--- config.mk ---
export PLATFORM = sky130hd
export DESIGN_NAME = instruction_fetch_flat
export DESIGN_NICKNAME = d
export VERILOG_FILES = /design/src/rtl/instruction_fetch_if.sv /design/src/rtl/instruction_fetch.sv /design/src/flat_wrapper.sv
export SDC_FILE = /design/constraint.sdc
export NUM_CORES = 1
export LEC_CHECK = 0
export CAP_MARGIN = 10
export CORE_MARGIN = 3
export CORE_UTILIZATION = 42
export DETAILED_ROUTE_END_ITERATION = 7
export GPL_ROUTABILITY_DRIVEN = 1
export PLACE_DENSITY_LB_ADDON = 0.2
export RECOVER_POWER = 100
export SETUP_SLACK_MARGIN = 0.15
export SLEW_MARGIN = 20
export SYNTH_ARGS = -nofsm -noshare
export SYNTH_HDL_FRONTEND = slang
export SYNTH_SLANG_ARGS = --single-unit
--- constraint.sdc ---
create_clock -name clk -period 3.1 [get_ports clk]
set_clock_uncertainty 0.05 [all_clocks]
set_input_delay 0.93 -clock clk [delete_from_list [all_inputs] [get_ports clk]]
set_output_delay 0.93 -clock clk [all_outputs]
set_load 0.1 [all_outputs]
--- src/rtl/instruction_fetch_if.sv ---
// Fetch-to-decode/memory/execute bundle for instruction_fetch.
// master = fetch stage side, slave = decode/execute/memory environment side.
interface instruction_fetch_if #(
  parameter int PC_WIDTH    = 16,
  parameter int INSTR_WIDTH = 16
);
  logic                   stall_id;
  logic                   redirect_ex;
  logic [PC_WIDTH-1:0]    redirect_target_ex;
  logic [PC_WIDTH-1:0]    imem_addr;
  logic [INSTR_WIDTH-1:0] imem_rdata;
  logic [INSTR_WIDTH-1:0] instruction_if;
  logic [PC_WIDTH-1:0]    next_program_counter_if;
  logic                   branch_prediction_bp;

  modport master (
    input  stall_id, redirect_ex, redirect_target_ex, imem_rdata,
    output imem_addr, instruction_if, next_program_counter_if, branch_prediction_bp
  );

  modport slave (
    output stall_id, redirect_ex, redirect_target_ex, imem_rdata,
    input  imem_addr, instruction_if, next_program_counter_if, branch_prediction_bp
  );
endinterface

--- src/rtl/instruction_fetch.sv ---
// Fetch stage: PC, 1-cycle synchronous imem, 2-entry skid FIFO, execute redirects.
// Optional FETCH_JUMP_PREDICT_EN: redirect fetch when a JUMP_OPCODE word is output.
module instruction_fetch #(
  parameter int                  PC_WIDTH    = 16,
  parameter int                  INSTR_WIDTH = 16,
`ifdef FETCH_JUMP_PREDICT_EN
  parameter logic [3:0]          JUMP_OPCODE = 4'b1111,
`endif
  parameter logic [PC_WIDTH-1:0] RESET_PC    = '0
) (
  input  logic                clk,
  input  logic                rst_n,
  instruction_fetch_if.master bus
);

  logic [PC_WIDTH-1:0]         r_pc;
  logic                        r_req_new;
  logic                        r_inflight_v;
  logic [PC_WIDTH-1:0]         r_inflight_pc;
  logic [1:0][PC_WIDTH-1:0]    r_fifo_pc;
  logic [1:0][INSTR_WIDTH-1:0] r_fifo_data;
  logic [1:0]                  r_count;
  logic                        r_valid;
  logic [INSTR_WIDTH-1:0]      r_instr;
  logic [PC_WIDTH-1:0]         r_npc;

  logic                        w_fifo_empty;
  logic                        w_avail;
  logic [PC_WIDTH-1:0]         w_head_pc;
  logic [INSTR_WIDTH-1:0]      w_head_data;
  logic                        w_load;
  logic                        w_pop;
  logic                        w_push;
  logic                        w_jump;
  logic [PC_WIDTH-1:0]         w_jump_target;
  logic                        w_advance;
  logic                        w_flush;
  logic                        w_overflow;
  logic [PC_WIDTH-1:0]         w_pc_n;
  logic [1:0][PC_WIDTH-1:0]    w_fifo_pc_n;
  logic [1:0][INSTR_WIDTH-1:0] w_fifo_data_n;
  logic [1:0]                  w_count_n;

  assign w_fifo_empty = (r_count == 2'd0);
  assign w_avail      = !w_fifo_empty || r_inflight_v;
  assign w_head_pc    = w_fifo_empty ? r_inflight_pc  : r_fifo_pc[0];
  assign w_head_data  = w_fifo_empty ? bus.imem_rdata : r_fifo_data[0];

  // The response bypasses the FIFO only when it is the word being loaded.
  assign w_load = !bus.redirect_ex && !bus.stall_id && w_avail;
  assign w_pop  = w_load && !w_fifo_empty;
  assign w_push = r_inflight_v && !(w_load && w_fifo_empty);

`ifdef FETCH_JUMP_PREDICT_EN
  localparam int PadW = PC_WIDTH - 12;
  assign w_jump        = w_load && (w_head_data[INSTR_WIDTH-1 -: 4] == JUMP_OPCODE);
  assign w_jump_target = {{PadW{1'b0}}, w_head_data[11:0]};
`else
  assign w_jump        = 1'b0;
  assign w_jump_target = '0;
`endif

  assign w_flush   = bus.redirect_ex || w_jump;
  assign w_advance = !bus.stall_id && !bus.redirect_ex &&
                     (({1'b0, r_count} + {2'b00, r_inflight_v}) < 3'd2);

  always_comb begin
    w_pc_n = r_pc;
    if (bus.redirect_ex)
      w_pc_n = bus.redirect_target_ex;
    else if (w_jump)
      w_pc_n = w_jump_target;
    else if (w_advance)
      w_pc_n = r_pc + {{(PC_WIDTH-1){1'b0}}, 1'b1};
  end

  // Head pops first; the push then lands in the first free slot.
  always_comb begin
    w_fifo_pc_n   = r_fifo_pc;
    w_fifo_data_n = r_fifo_data;
    w_count_n     = r_count;
    if (w_flush) begin
      w_count_n = 2'd0;
    end else begin
      if (w_pop) begin
        w_fifo_pc_n[0]   = r_fifo_pc[1];
        w_fifo_data_n[0] = r_fifo_data[1];
        w_count_n        = r_count - 2'd1;
      end
      if (w_push) begin
        w_fifo_pc_n[w_count_n[0]]   = r_inflight_pc;
        w_fifo_data_n[w_count_n[0]] = bus.imem_rdata;
        w_count_n                   = w_count_n + 2'd1;
      end
    end
  end

  assign w_overflow = w_push && !w_pop && !w_flush && (r_count == 2'd2);

  always_ff @(posedge clk or negedge rst_n) begin
    if (!rst_n) begin
      r_pc          <= RESET_PC;
      r_req_new     <= 1'b1;
      r_inflight_v  <= 1'b0;
      r_inflight_pc <= '0;
      r_fifo_pc     <= '0;
      r_fifo_data   <= '0;
      r_count       <= 2'd0;
      r_valid       <= 1'b0;
      r_instr       <= '0;
      r_npc         <= '0;
    end else begin
      r_pc          <= w_pc_n;
      r_req_new     <= bus.redirect_ex || w_jump || w_advance;
      r_inflight_v  <= w_flush ? 1'b0 : r_req_new;
      r_inflight_pc <= r_pc;
      r_fifo_pc     <= w_fifo_pc_n;
      r_fifo_data   <= w_fifo_data_n;
      r_count       <= w_count_n;
      if (bus.redirect_ex)
        r_valid <= 1'b0;
      else if (!bus.stall_id)
        r_valid <= w_avail;
      if (w_load) begin
        r_instr <= w_head_data;
        r_npc   <= w_head_pc + {{(PC_WIDTH-1){1'b0}}, 1'b1};
      end
    end
  end

  assign bus.imem_addr               = r_pc;
  assign bus.instruction_if          = r_instr;
  assign bus.next_program_counter_if = r_npc;
  assign bus.branch_prediction_bp    = !r_valid;

  a_no_overflow: assert property (@(posedge clk) disable iff (!rst_n) !w_overflow);

endmodule
--- src/flat_wrapper.sv ---
// flat-port wrapper written by rule: the top's interface ports become plain ports
module instruction_fetch_flat 
#(
  parameter int                  PC_WIDTH    = 16,
  parameter int                  INSTR_WIDTH = 16,

  parameter logic [PC_WIDTH-1:0] RESET_PC    = '0
)
  (clk, rst_n, bus_stall_id, bus_redirect_ex, bus_redirect_target_ex, bus_imem_rdata, bus_imem_addr, bus_instruction_if, bus_next_program_counter_if, bus_branch_prediction_bp);
  instruction_fetch_if #(.PC_WIDTH(PC_WIDTH), .INSTR_WIDTH(INSTR_WIDTH)) bus_i ();
  input  logic clk;
  input  logic rst_n;
  input wire logic [$bits(bus_i.stall_id)-1:0] bus_stall_id;
  input wire logic [$bits(bus_i.redirect_ex)-1:0] bus_redirect_ex;
  input wire logic [$bits(bus_i.redirect_target_ex)-1:0] bus_redirect_target_ex;
  input wire logic [$bits(bus_i.imem_rdata)-1:0] bus_imem_rdata;
  output wire logic [$bits(bus_i.imem_addr)-1:0] bus_imem_addr;
  output wire logic [$bits(bus_i.instruction_if)-1:0] bus_instruction_if;
  output wire logic [$bits(bus_i.next_program_counter_if)-1:0] bus_next_program_counter_if;
  output wire logic [$bits(bus_i.branch_prediction_bp)-1:0] bus_branch_prediction_bp;
  assign bus_i.stall_id = bus_stall_id;
  assign bus_i.redirect_ex = bus_redirect_ex;
  assign bus_i.redirect_target_ex = bus_redirect_target_ex;
  assign bus_i.imem_rdata = bus_imem_rdata;
  assign bus_imem_addr = bus_i.imem_addr;
  assign bus_instruction_if = bus_i.instruction_if;
  assign bus_next_program_counter_if = bus_i.next_program_counter_if;
  assign bus_branch_prediction_bp = bus_i.branch_prediction_bp;
  instruction_fetch #(.PC_WIDTH(PC_WIDTH), .INSTR_WIDTH(INSTR_WIDTH), .RESET_PC(RESET_PC)) u_core (.clk(clk), .rst_n(rst_n), .bus(bus_i));
endmodule
==> impl_metrics.py, run 1 <==
metrics = {
    "outcome": {
        "run_status": "complete, but fails checks",
        "failed_checks": "capacitance limit, slew limit",
    },
    "yosys": {
        "syn_area_um2": 6250,
        "yosysUniqueCellTypes": 61,
        "syn_avg_cell_area_um2": 11.2,
        "synth_adder_area_share": 0.00601,
        "synth.area.mux_share": 0.0865,
        "share_of_synthesized_area_occupied_by_flip_flops_and_latches": 0.533,
        "syn_inst": 556,
        "main_combinational_cell_family_by_area_after_synthesis": "compound AO/OA/AOI/OAI gates",
        "synth-compound-area-share": 0.163,
        "synth_warn": 0,
        "synth_edf_count": 0,
        "async_flop_share": 1.00,
        "dominantRegCellSynth": "sky130_fd_sc_hd__dfrtp_1",
        "synth_simple_gate_area_share": 0.146,
        "postSynthRegisterBits": 133,
        "synth_xor_xnor_area_share": 0.0238,
        "syn-num-nets": 595,
    },
    "clock_network": {
        "ctsHtreeMaxLevel": 4,
        "cts_buffer_depth": 2,
        "cts_hold_buffers": 0,
        "clock_latency_ns": 0.41,
        "cts-resized-gates": 0,
        "cts.clk_slew.worst_paths_ns": 0.05,
        "cts_setup_buffers": 0,
        "tritoncts.num_buffers": 17,
        "clockRootBuffer": "sky130_fd_sc_hd__clkbuf_16",
        "tritoncts": "yes",
        "cts.sink_count": 133,
    },
    "power": {
        "cellPowerDensity_nw_per_um2": 1080,
        "sw_frac_of_total": 0.446,
        "p_switching_mw": 3.64,
        "lkg_pwr_nw": 3.28,
        "p_int_mw": 4.51,
        "vdd_drop_max_mv": 0.478,
        "design_power_total_mw": 8.15,
        "p_comb_frac": 0.417,
        "pwr-share-clk": 0.229,
        "power.sequential.fraction": 0.354,
    },
    "finish": {
        "insertedDiodeCount": 0,
        "layout_commonest_cell": "sky130_fd_sc_hd__dfrtp_1",
        "number_of_cells_in_the_finished_layout_apart_from_fillers": 835,
        "postLayoutCellArea_um2": 7540,
        "layout-drive-gt1-share": 0.195,
        "layout_common_cells": "sky130_fd_sc_hd__dfrtp_1, sky130_fd_sc_hd__nand2_1, sky130_fd_sc_hd__clkbuf_1",
        "syn_to_final_growth_pct": 20.7,
        "final_net_count": 682,
        "layout.core_utilization": 0.531,
    },
    "drt": {
        "avgRoutedWirePerCell_um": 17.5,
        "post_drt_via_cell_ratio": 5.70,
        "route.detailed.drc": 0,
        "detailroute.via_count": 4762,
        "drt-total-wl_um": 14700,
        "first_iter_violations": 493,
        "antenna_violating_nets_post_route": 0,
        "number_of_detailed_route_iterations_in_the_first_pass": 5,
    },
    "critical_path": {
        "rrSetupSlack_ns": 0.42,
        "crit-reg2reg-launch": "u_core.r_count[1]",
        "worstSetupEndpoint": "u_core.r_fifo_data[29]",
        "worstSetupStartpoint": "bus_stall_id",
        "worst_ep_arrival_time_ns": 3.04,
        "worst-r2r-cell-count": 8,
        "critPathKind": "in -> reg",
        "cp-start-kind": "input port",
        "timing.rr.end": "u_core.bus.next_program_counter_if[8]",
        "critical_path_peak_fanout": 17,
        "setup.worst_path.end_class": "flip-flop",
        "cp_data_required_time_ns": 3.35,
    },
    "sta": {
        "number_of_failing_setup_endpoints_in_the_final_timing_report": 0,
        "achievable-frequency_mhz": 358,
        "timing.final.crit_share": 0.902,
        "whs_ns": 0.414,
        "timing.final.ws_setup_ns": 0.304,
        "final-max-slew-violation-count": 134,
        "rsz0062_at_grt": "false",
        "timing.final.hold_violations": 0,
        "timing.setup.tns_ns": 0,
        "timing.max_slew.rel_slack": -0.188,
        "tightestPinTransition_ns": 1.78,
        "fin_crit_ns": 2.80,
    },
    "die": {
        "area_of_the_core_region_um2": 14200,
        "fp-row-count": 43,
        "die_area_um2": 16400,
        "die_w_um": 128,
        "chipHeight_um": 128,
        "pin_count": 85,
        "floorplan.initialDensity": 0.440,
    },
    "global_routing": {
        "overall_routing_resource_usage": 0.187,
        "global_route_congestion_overflow_total": 0,
        "grt_pass1_vias": 4597,
        "antenna_found_initial": 0,
        "grt_first_pass_wirelength_um": 24400,
        "grt_max_degree": 134,
    },
    "job": {
        "maxCapViolCount": 1,
    },
    "worst_hold_path": {
        "timing.hold.worst.class": "reg -> reg",
        "hold_depth": 0,
    },
    "placed_design": {
        "globalplace.congestion": 0.802,
        "detailed_place_hpwl_um": 9690,
        "io_buffer_count": 84,
        "place_area_um2": 7280,
        "post-place-ws_ns": 0.106,
        "place_inst": 804,
    },
}
[synthesized netlist by cell type (all sizes together) (9+ instances only)]
cell type | number | area [µm²]
a222oi | 18 | 180
buf | 17 | 98.8
clkbuf | 19 | 71.3
dfrtp | 132 | 3300
inv | 25 | 93.8
mux2 | 40 | 450
mux2i | 9 | 90.1
nand2 | 70 | 263
nand3 | 12 | 75.1
nor2 | 41 | 154
o21ai | 22 | 110
o221a | 31 | 349
xnor2 | 11 | 96.3
[sequential cells by signal, indices dropped and copies added, names as in the netlist]
signal / count
u_core.bus.instruction_if: 16
u_core.bus.next_program_counter_if: 16
u_core.r_count: 2
u_core.r_fifo_data: 32
u_core.r_fifo_pc: 32
u_core.r_inflight_v: 1
u_core.r_valid: 1
u_core.r_req_new: 1
u_core.bus.imem_addr: 16
u_core.r_inflight_pc: 16
[layer usage]
| layer | GRT usage | vias to the layer above | share of wire |
|---|---|---|---|
| met1 | 0.272 | 2366 | 0.48 |
| met4 | 0.0674 | 0 | 0.013 |
| li1 | - | 2239 | - |
| met3 | 0.0379 | 13 | 0.054 |
| met2 | 0.278 | 144 | 0.45 |
| met5 | 0 | - | 0 |
[how the worst min path moves through the flow]
stage	slack [ns]	from	endpoint
3_3_place_gp	0.40	u_core.bus.imem_addr[10]	u_core.r_inflight_pc[10]
4_1_cts	0.42	u_core.bus.imem_addr[15]	u_core.r_inflight_pc[15]
5_1_grt	0.43	u_core.bus.imem_addr[15]	u_core.r_inflight_pc[15]
2_1_floorplan	0.41	u_core.r_fifo_data[16]	u_core.r_fifo_data[16]
6_report	0.41	u_core.bus.imem_addr[10]	u_core.r_inflight_pc[10]
3_5_place_dp	0.40	u_core.bus.imem_addr[15]	u_core.r_inflight_pc[15]
[power groups by stage]
stage               Sequential, mW  Combinational, mW  Clock [mW]
floorplan                     4.42               1.24           0
detailed placement            2.91               3.63           0
global placement              2.88               3.57           0
global route                  2.97               3.62        1.97
finish                        2.89               3.40        1.86
CTS                           2.89               3.64        1.91
[worst max-delay path, stage by stage]
cell	delay, ns
sky130_fd_sc_hd__dlygate4sd3_1	0.69
sky130_fd_sc_hd__nor3_1	0.24
sky130_fd_sc_hd__a21oi_1	0.09
sky130_fd_sc_hd__nor3b_4	0.22
sky130_fd_sc_hd__clkbuf_2	0.47
sky130_fd_sc_hd__mux2_2	0.39
[cell families after synthesis]
kind of cell | count (synthesis)
compound gates | 118
xor+xnor | 17
fa+ha+maj | 3
buf+inv | 61
flops | 133
mux | 49
simple gates | 175
[layout make-up]
cell class	count	area (µm²)
multi-input cells	362	2640
inverters	25	93.8
clock inverters	4	45.0
flip-flops and latches	133	3330
well taps	180	225
clock buffers	27	503
repair buffers	104	707
fillers	1303	6660
No activity file was read; power rests on OpenSTA's default activity.
==> inputs of run 2 (changes only) <==
--- a/config.mk
+++ b/config.mk
@@ -13,6 +13,7 @@
 export PLACE_DENSITY_LB_ADDON = 0.2
 export RECOVER_POWER = 100
 export SETUP_SLACK_MARGIN = 0.15
+export SKIP_CTS_REPAIR_TIMING = 1
 export SLEW_MARGIN = 20
 export SYNTH_ARGS = -nofsm -noshare
 export SYNTH_HDL_FRONTEND = slang
==> results of run 2 <==
Final layout, timing and power as in run 1 (identical DEF).
==> inputs of run 3 (changes only) <==
--- a/config.mk
+++ b/config.mk
@@ -5,6 +5,7 @@
 export SDC_FILE = /design/constraint.sdc
 export NUM_CORES = 1
 export LEC_CHECK = 0
+export ABC_AREA = 1
 export CAP_MARGIN = 10
 export CORE_MARGIN = 3
 export CORE_UTILIZATION = 42
@@ -13,7 +14,6 @@
 export PLACE_DENSITY_LB_ADDON = 0.2
 export RECOVER_POWER = 100
 export SETUP_SLACK_MARGIN = 0.15
-export SKIP_CTS_REPAIR_TIMING = 1
 export SLEW_MARGIN = 20
 export SYNTH_ARGS = -nofsm -noshare
 export SYNTH_HDL_FRONTEND = slang
==> impl_metrics.py, run 3 <==
metrics = {
    "yosys": {
        "syn_area_um2": 7090,
        "yosysUniqueCellTypes": 37,
        "cells_taking_the_most_area_after_synthesis": "sky130_fd_sc_hd__dfrtp_1, sky130_fd_sc_hd__nand2_1, sky130_fd_sc_hd__nand3_1",
        "postSynthRegisterBits": 133,
        "synth_area_leader_cell": "sky130_fd_sc_hd__dfrtp_1",
        "yosys-top-cells-count": "sky130_fd_sc_hd__nand2_1, sky130_fd_sc_hd__dfrtp_1, sky130_fd_sc_hd__nand3_1, sky130_fd_sc_hd__inv_1, sky130_fd_sc_hd__o21ai_2",
        "syn_avg_cell_area_um2": 8.32,
        "syn_inst": 853,
        "synth_warn": 0,
        "yosysTopAreaCellShare": 0.466,
        "syn-num-nets": 892,
        "yosys.cell_count.top_type": "sky130_fd_sc_hd__nand2_1",
        "async_flop_share": 1.00,
        "share_of_synthesized_area_occupied_by_flip_flops_and_latches": 0.469,
        "dominantRegCellSynth": "sky130_fd_sc_hd__dfrtp_1",
        "synth_edf_count": 0,
    },
    "critical_path": {
        "cp_top_family": "buffers and inverters",
        "worst_ep_arrival_time_ns": 1.78,
        "cp_data_required_time_ns": 2.12,
        "slowest_stage_cell_on_the_critical_path": "sky130_fd_sc_hd__clkbuf_1",
        "setup.worst_path.end_class": "primary output",
        "critPathKind": "reg -> out",
        "rrSetupSlack_ns": 0.53,
        "slowest_cell_delay_on_critical_path_ns": 0.89,
        "cp-start-kind": "flip-flop",
        "critical_path.n_buffers_inverters": 1,
        "critical_path_peak_fanout": 5,
        "critical_path.cell_chain": "clkbuf_1",
    },
    "finish": {
        "top_regs": "u_core.r_fifo_data: 32 flops, u_core.r_fifo_pc: 32 flops",
        "layout_common_cells": "sky130_fd_sc_hd__nand2_1, sky130_fd_sc_hd__dfrtp_1, sky130_fd_sc_hd__nand3_1",
        "postLayoutCellArea_um2": 8300,
        "layout-drive-gt1-share": 0.106,
        "layout_commonest_cell": "sky130_fd_sc_hd__nand2_1",
        "syn_to_final_growth_pct": 16.9,
        "number_of_cells_in_the_finished_layout_apart_from_fillers": 1163,
        "final_net_count": 973,
        "insertedDiodeCount": 0,
    },
    "sta": {
        "timing.max_slew.rel_slack": 0.109,
        "fin_crit_ns": 2.76,
        "tightestPinTransition_ns": 1.34,
        "timing.final.ws_setup_ns": 0.343,
        "rsz0062_at_grt": "false",
        "final-max-slew-violation-count": 0,
        "number_of_failing_setup_endpoints_in_the_final_timing_report": 0,
        "achievable-frequency_mhz": 363,
        "timing.final.crit_share": 0.889,
        "timing.final.hold_violations": 0,
        "timing.setup.tns_ns": 0,
    },
    "global_routing": {
        "grt_first_pass_wirelength_um": 28100,
        "grt_pass1_vias": 5556,
        "grt_max_degree": 61,
        "antenna_found_initial": 0,
        "global_route_congestion_overflow_total": 0,
        "overall_routing_resource_usage": 0.191,
    },
    "clock_network": {
        "cts_hold_buffers": 0,
        "cts.clk_slew.worst_paths_ns": 0.06,
        "tritoncts.num_buffers": 17,
        "cts-resized-gates": 0,
        "clock_latency_ns": 0.42,
        "clockRootBuffer": "sky130_fd_sc_hd__clkbuf_16",
        "ctsHtreeMaxLevel": 4,
        "cts_buffer_depth": 2,
        "cts_setup_buffers": 0,
        "tritoncts": "yes",
        "cts.sink_count": 133,
    },
    "job": {
        "maxCapViolCount": 0,
    },
    "drt": {
        "number_of_detailed_route_iterations_in_the_first_pass": 5,
        "avgRoutedWirePerCell_um": 14.4,
        "route.detailed.drc": 0,
        "drt-total-wl_um": 16700,
        "post_drt_via_cell_ratio": 5.00,
        "detailroute.via_count": 5817,
        "antenna_violating_nets_post_route": 0,
        "first_iter_violations": 438,
    },
    "placed_design": {
        "place_inst": 1131,
        "io_buffer_count": 84,
        "detailed_place_hpwl_um": 11100,
        "place_area_um2": 8000,
        "post-place-ws_ns": 0.148,
        "globalplace.congestion": 0.847,
    },
    "power": {
        "cellPowerDensity_nw_per_um2": 968,
        "lkg_pwr_nw": 4.02,
        "vdd_drop_max_mv": 0.440,
        "design_power_total_mw": 8.03,
    },
    "die": {
        "chipHeight_um": 136,
        "area_of_the_core_region_um2": 16200,
        "fp-row-count": 46,
        "die_w_um": 136,
        "floorplan.initialDensity": 0.437,
        "pin_count": 85,
        "die_area_um2": 18500,
    },
    "worst_hold_path": {
        "timing.hold.worst.class": "reg -> reg",
    },
    "outcome": {
        "run_status": "finished, final reports clean",
    },
}
## run 3: cell count changes in the layout (fill, tap and decap cells not counted), moves of 15 or more
cell                       delta
sky130_fd_sc_hd__nand2_1    +242
sky130_fd_sc_hd__nand3_1     +86
sky130_fd_sc_hd__inv_1       +61
sky130_fd_sc_hd__o21ai_0     +21
sky130_fd_sc_hd__o221ai_1    +17
sky130_fd_sc_hd__nor2_1      -16
sky130_fd_sc_hd__mux2_2      -34
sky130_fd_sc_hd__a222oi_1    -18
sky130_fd_sc_hd__o211ai_1    +15
sky130_fd_sc_hd__o221a_2     -31
sky130_fd_sc_hd__o211ai_2    +26
## run 3: layer usage
layer	track usage	part of all wire	routed length, µm
met1	0.287	0.53	8830
met2	0.272	0.42	6970
met3	0.0518	0.047	790
met4	0.0504	0.0094	158
met5	0	0	0
## run 3: through the flow
step                utilization  hold WS [ns]
global route              0.511         0.405
global placement          0.493         0.382
CTS                       0.534         0.395
finish                    0.511         0.390
detailed placement        0.493         0.374
floorplan                     -         0.392
## run 3: final timing paths
check | depth (start not counted) | to | start
min in group asynchronous | 1 | u_core.bus.instruction_if[4] | rst_n
max | 1 | bus_imem_addr[9] | u_core.bus.imem_addr[9]
max in group asynchronous | 2 | u_core.r_fifo_pc[9] | rst_n
max reg2reg | 7 | u_core.bus.instruction_if[8] | u_core.r_count[0]
min reg2reg | 0 | u_core.r_inflight_pc[14] | u_core.bus.imem_addr[14]
min | 0 | u_core.r_inflight_pc[14] | u_core.bus.imem_addr[14]
## run 3: final cells by class
cell class / instances / area [µm²]
multi-input combinational: 587 / 2970
sequential: 133 / 3330
clock buffer: 24 / 492
inverter: 90 / 348
timing repair buffer: 105 / 716
tap: 216 / 270
fill: 1658 / 7940
clock inverter: 8 / 169
## run 3: logic make-up after synthesis
family	synth area share
compound gates	0.152
xor+xnor	0.00988
flops	0.469
fa+ha+maj	0.00529
simple gates	0.275
buf+inv	0.0891
## run 3: report_power, final
group,switching (mW),internal [mW]
clock,0.734,1.51
combinational,2.53,0.640
sequential,0.333,2.28
==> edit (settings of run 3) <==
`INSTR_WIDTH` is set to 16 in 3 places; all go to 32.
--- a/src/rtl/instruction_fetch_if.sv
+++ b/src/rtl/instruction_fetch_if.sv
@@ -4,3 +4,3 @@
   parameter int PC_WIDTH    = 16,
-  parameter int INSTR_WIDTH = 16
+  parameter int INSTR_WIDTH = 32
 );
--- a/src/rtl/instruction_fetch.sv
+++ b/src/rtl/instruction_fetch.sv
@@ -4,3 +4,3 @@
   parameter int                  PC_WIDTH    = 16,
-  parameter int                  INSTR_WIDTH = 16,
+  parameter int                  INSTR_WIDTH = 32,
 `ifdef FETCH_JUMP_PREDICT_EN
--- a/src/flat_wrapper.sv
+++ b/src/flat_wrapper.sv
@@ -4,3 +4,3 @@
   parameter int                  PC_WIDTH    = 16,
-  parameter int                  INSTR_WIDTH = 16,
+  parameter int                  INSTR_WIDTH = 32,
 
Ports: changed (resized bus_imem_rdata and bus_instruction_if); port bits go from 85 to 117. The function was not compared with the original's and may differ.
==> edit against run 3 <==
The run now ends with capacitance limit, slew limit left. Non-clock buffer count grew 37. Setup slack lost 0.063 ns. Sequential cell count grew 48. Power grew 24%. Largest power group unchanged. Final area grew 26%. Critical endpoint is now u_core.bus.next_program_counter_if[4]$_DFFE_PN0N_. Sequential power grew 38%. Area after synthesis grew 25%. Routed wire length grew 36%.
==> edit: results (changes against run 3) <==
[worst_setup_path]
cpLargestDelayFamily=buffers and inverters
r2r_cells=6  ; -1
setup.worst_path.start=bus_stall_id
worstSetupPathType=in2reg
reg2reg_setup_slack_ns=0.40  ; -0.13 ns
cp_data_arrival_time_ns=3.02  ; +1.24 ns
path_max_fanout=27  ; +22
max_stage_delay_ns=0.95  ; +0.06 ns
reg2reg_to=u_core.bus.next_program_counter_if[4]$_DFFE_PN0N_

[yosys]
netlist_instances=1117  ; +31%
ys_top_cells_by_area=dfrtp_1, nand2_1, nand3_1
synth_compound_area_frac=0.130  ; -0.0217
synth-seq-area-share=0.512  ; +0.0424
synth.distinct_cells=32  ; -14%
syn-num-nets=1172  ; +31%
yosys-top-cells-count=nand2_1, dfrtp_1, nand3_1
yosys.area_share.xor_xnor=0.00989  ; +0.0000161

[routing]
wl_per_cell_um=15.3  ; +6.1%
num_vias=7709  ; +33%
drtIter0Drc=554  ; +26%

[global_route]
grt_pass1_wl_um=37700  ; +34%
grt_pass1_vias=7297  ; +31%
grt_usage=0.206  ; +0.0149
grt_max_degree=93  ; +52%

[timing]
slew_headroom=-0.227  ; -0.336
timing.final.crit_share=0.910  ; +0.0203
slew_violations=95  ; +95
whs_ns=0.386  ; -0.00358 ns

[run]
max_cap_violations=2  ; +2

[layout]
drive_gt1_frac=0.0556  ; -0.0500
final_cells=1494  ; +28%
nNetsFinal=1267  ; +30%

[pwr]
vdd_drop_max_uv=575  ; +31%

[run_status]
outcome=finished with violations
failed_checks=capacitance limit, slew limit

[place]
post-dp-hpwl_um=14900  ; +34%
place_area_um2=10200  ; +27%
port_buffers=116  ; +38%
gp_congestion=0.854  ; +0.85%
place_ws_ns=0.124  ; -0.0245 ns

[min_path]
holdPathEnd=u_core.r_inflight_pc[15]$_DFF_PN0_
worstHoldStart=u_core.bus.imem_addr[15]$_DFFE_PN0P_

edit: changes by cell type in the layout (fill, tap and decap cells not counted), sizes merged, moves of 5 or more:
cell                  run 3  this run
nand2                   316       392
dfrtp                   132       180
inv                      89       125
nand3                    97       124
o21ai                    51        74
clkbuf                   81        98
clkdlybuf4s50            32        48
o221ai                   17        33
o211ai                   41        53
nor2                     31        36
edit: routing by layer:
metal | wire length, um | vias up | global-route usage
met5 | 0 | - | 0
met4 | 352 | 0 | 0.0544
met3 | 1010 | 27 | 0.0302
met2 | 10500 | 200 | 0.323
met1 | 10900 | 3649 | 0.301
li1 | - | 3833 | -
edit: final cells by class:
type	instances	area [um2]
clock inverters	9	95.1
repair buffers	142	976
fillers	1993	10100
clock buffers	22	454
inverters	123	462
well taps	270	338
flip-flops and latches	181	4530
multi-input cells	747	3580
edit: report_power, final:
group          internal, W  leakage [nW]  switching, W  total, W
Clock              0.00113         0.254      0.000924   0.00206
Sequential         0.00314          2.24      0.000476   0.00361
Combinational     0.000824          2.52       0.00344   0.00427
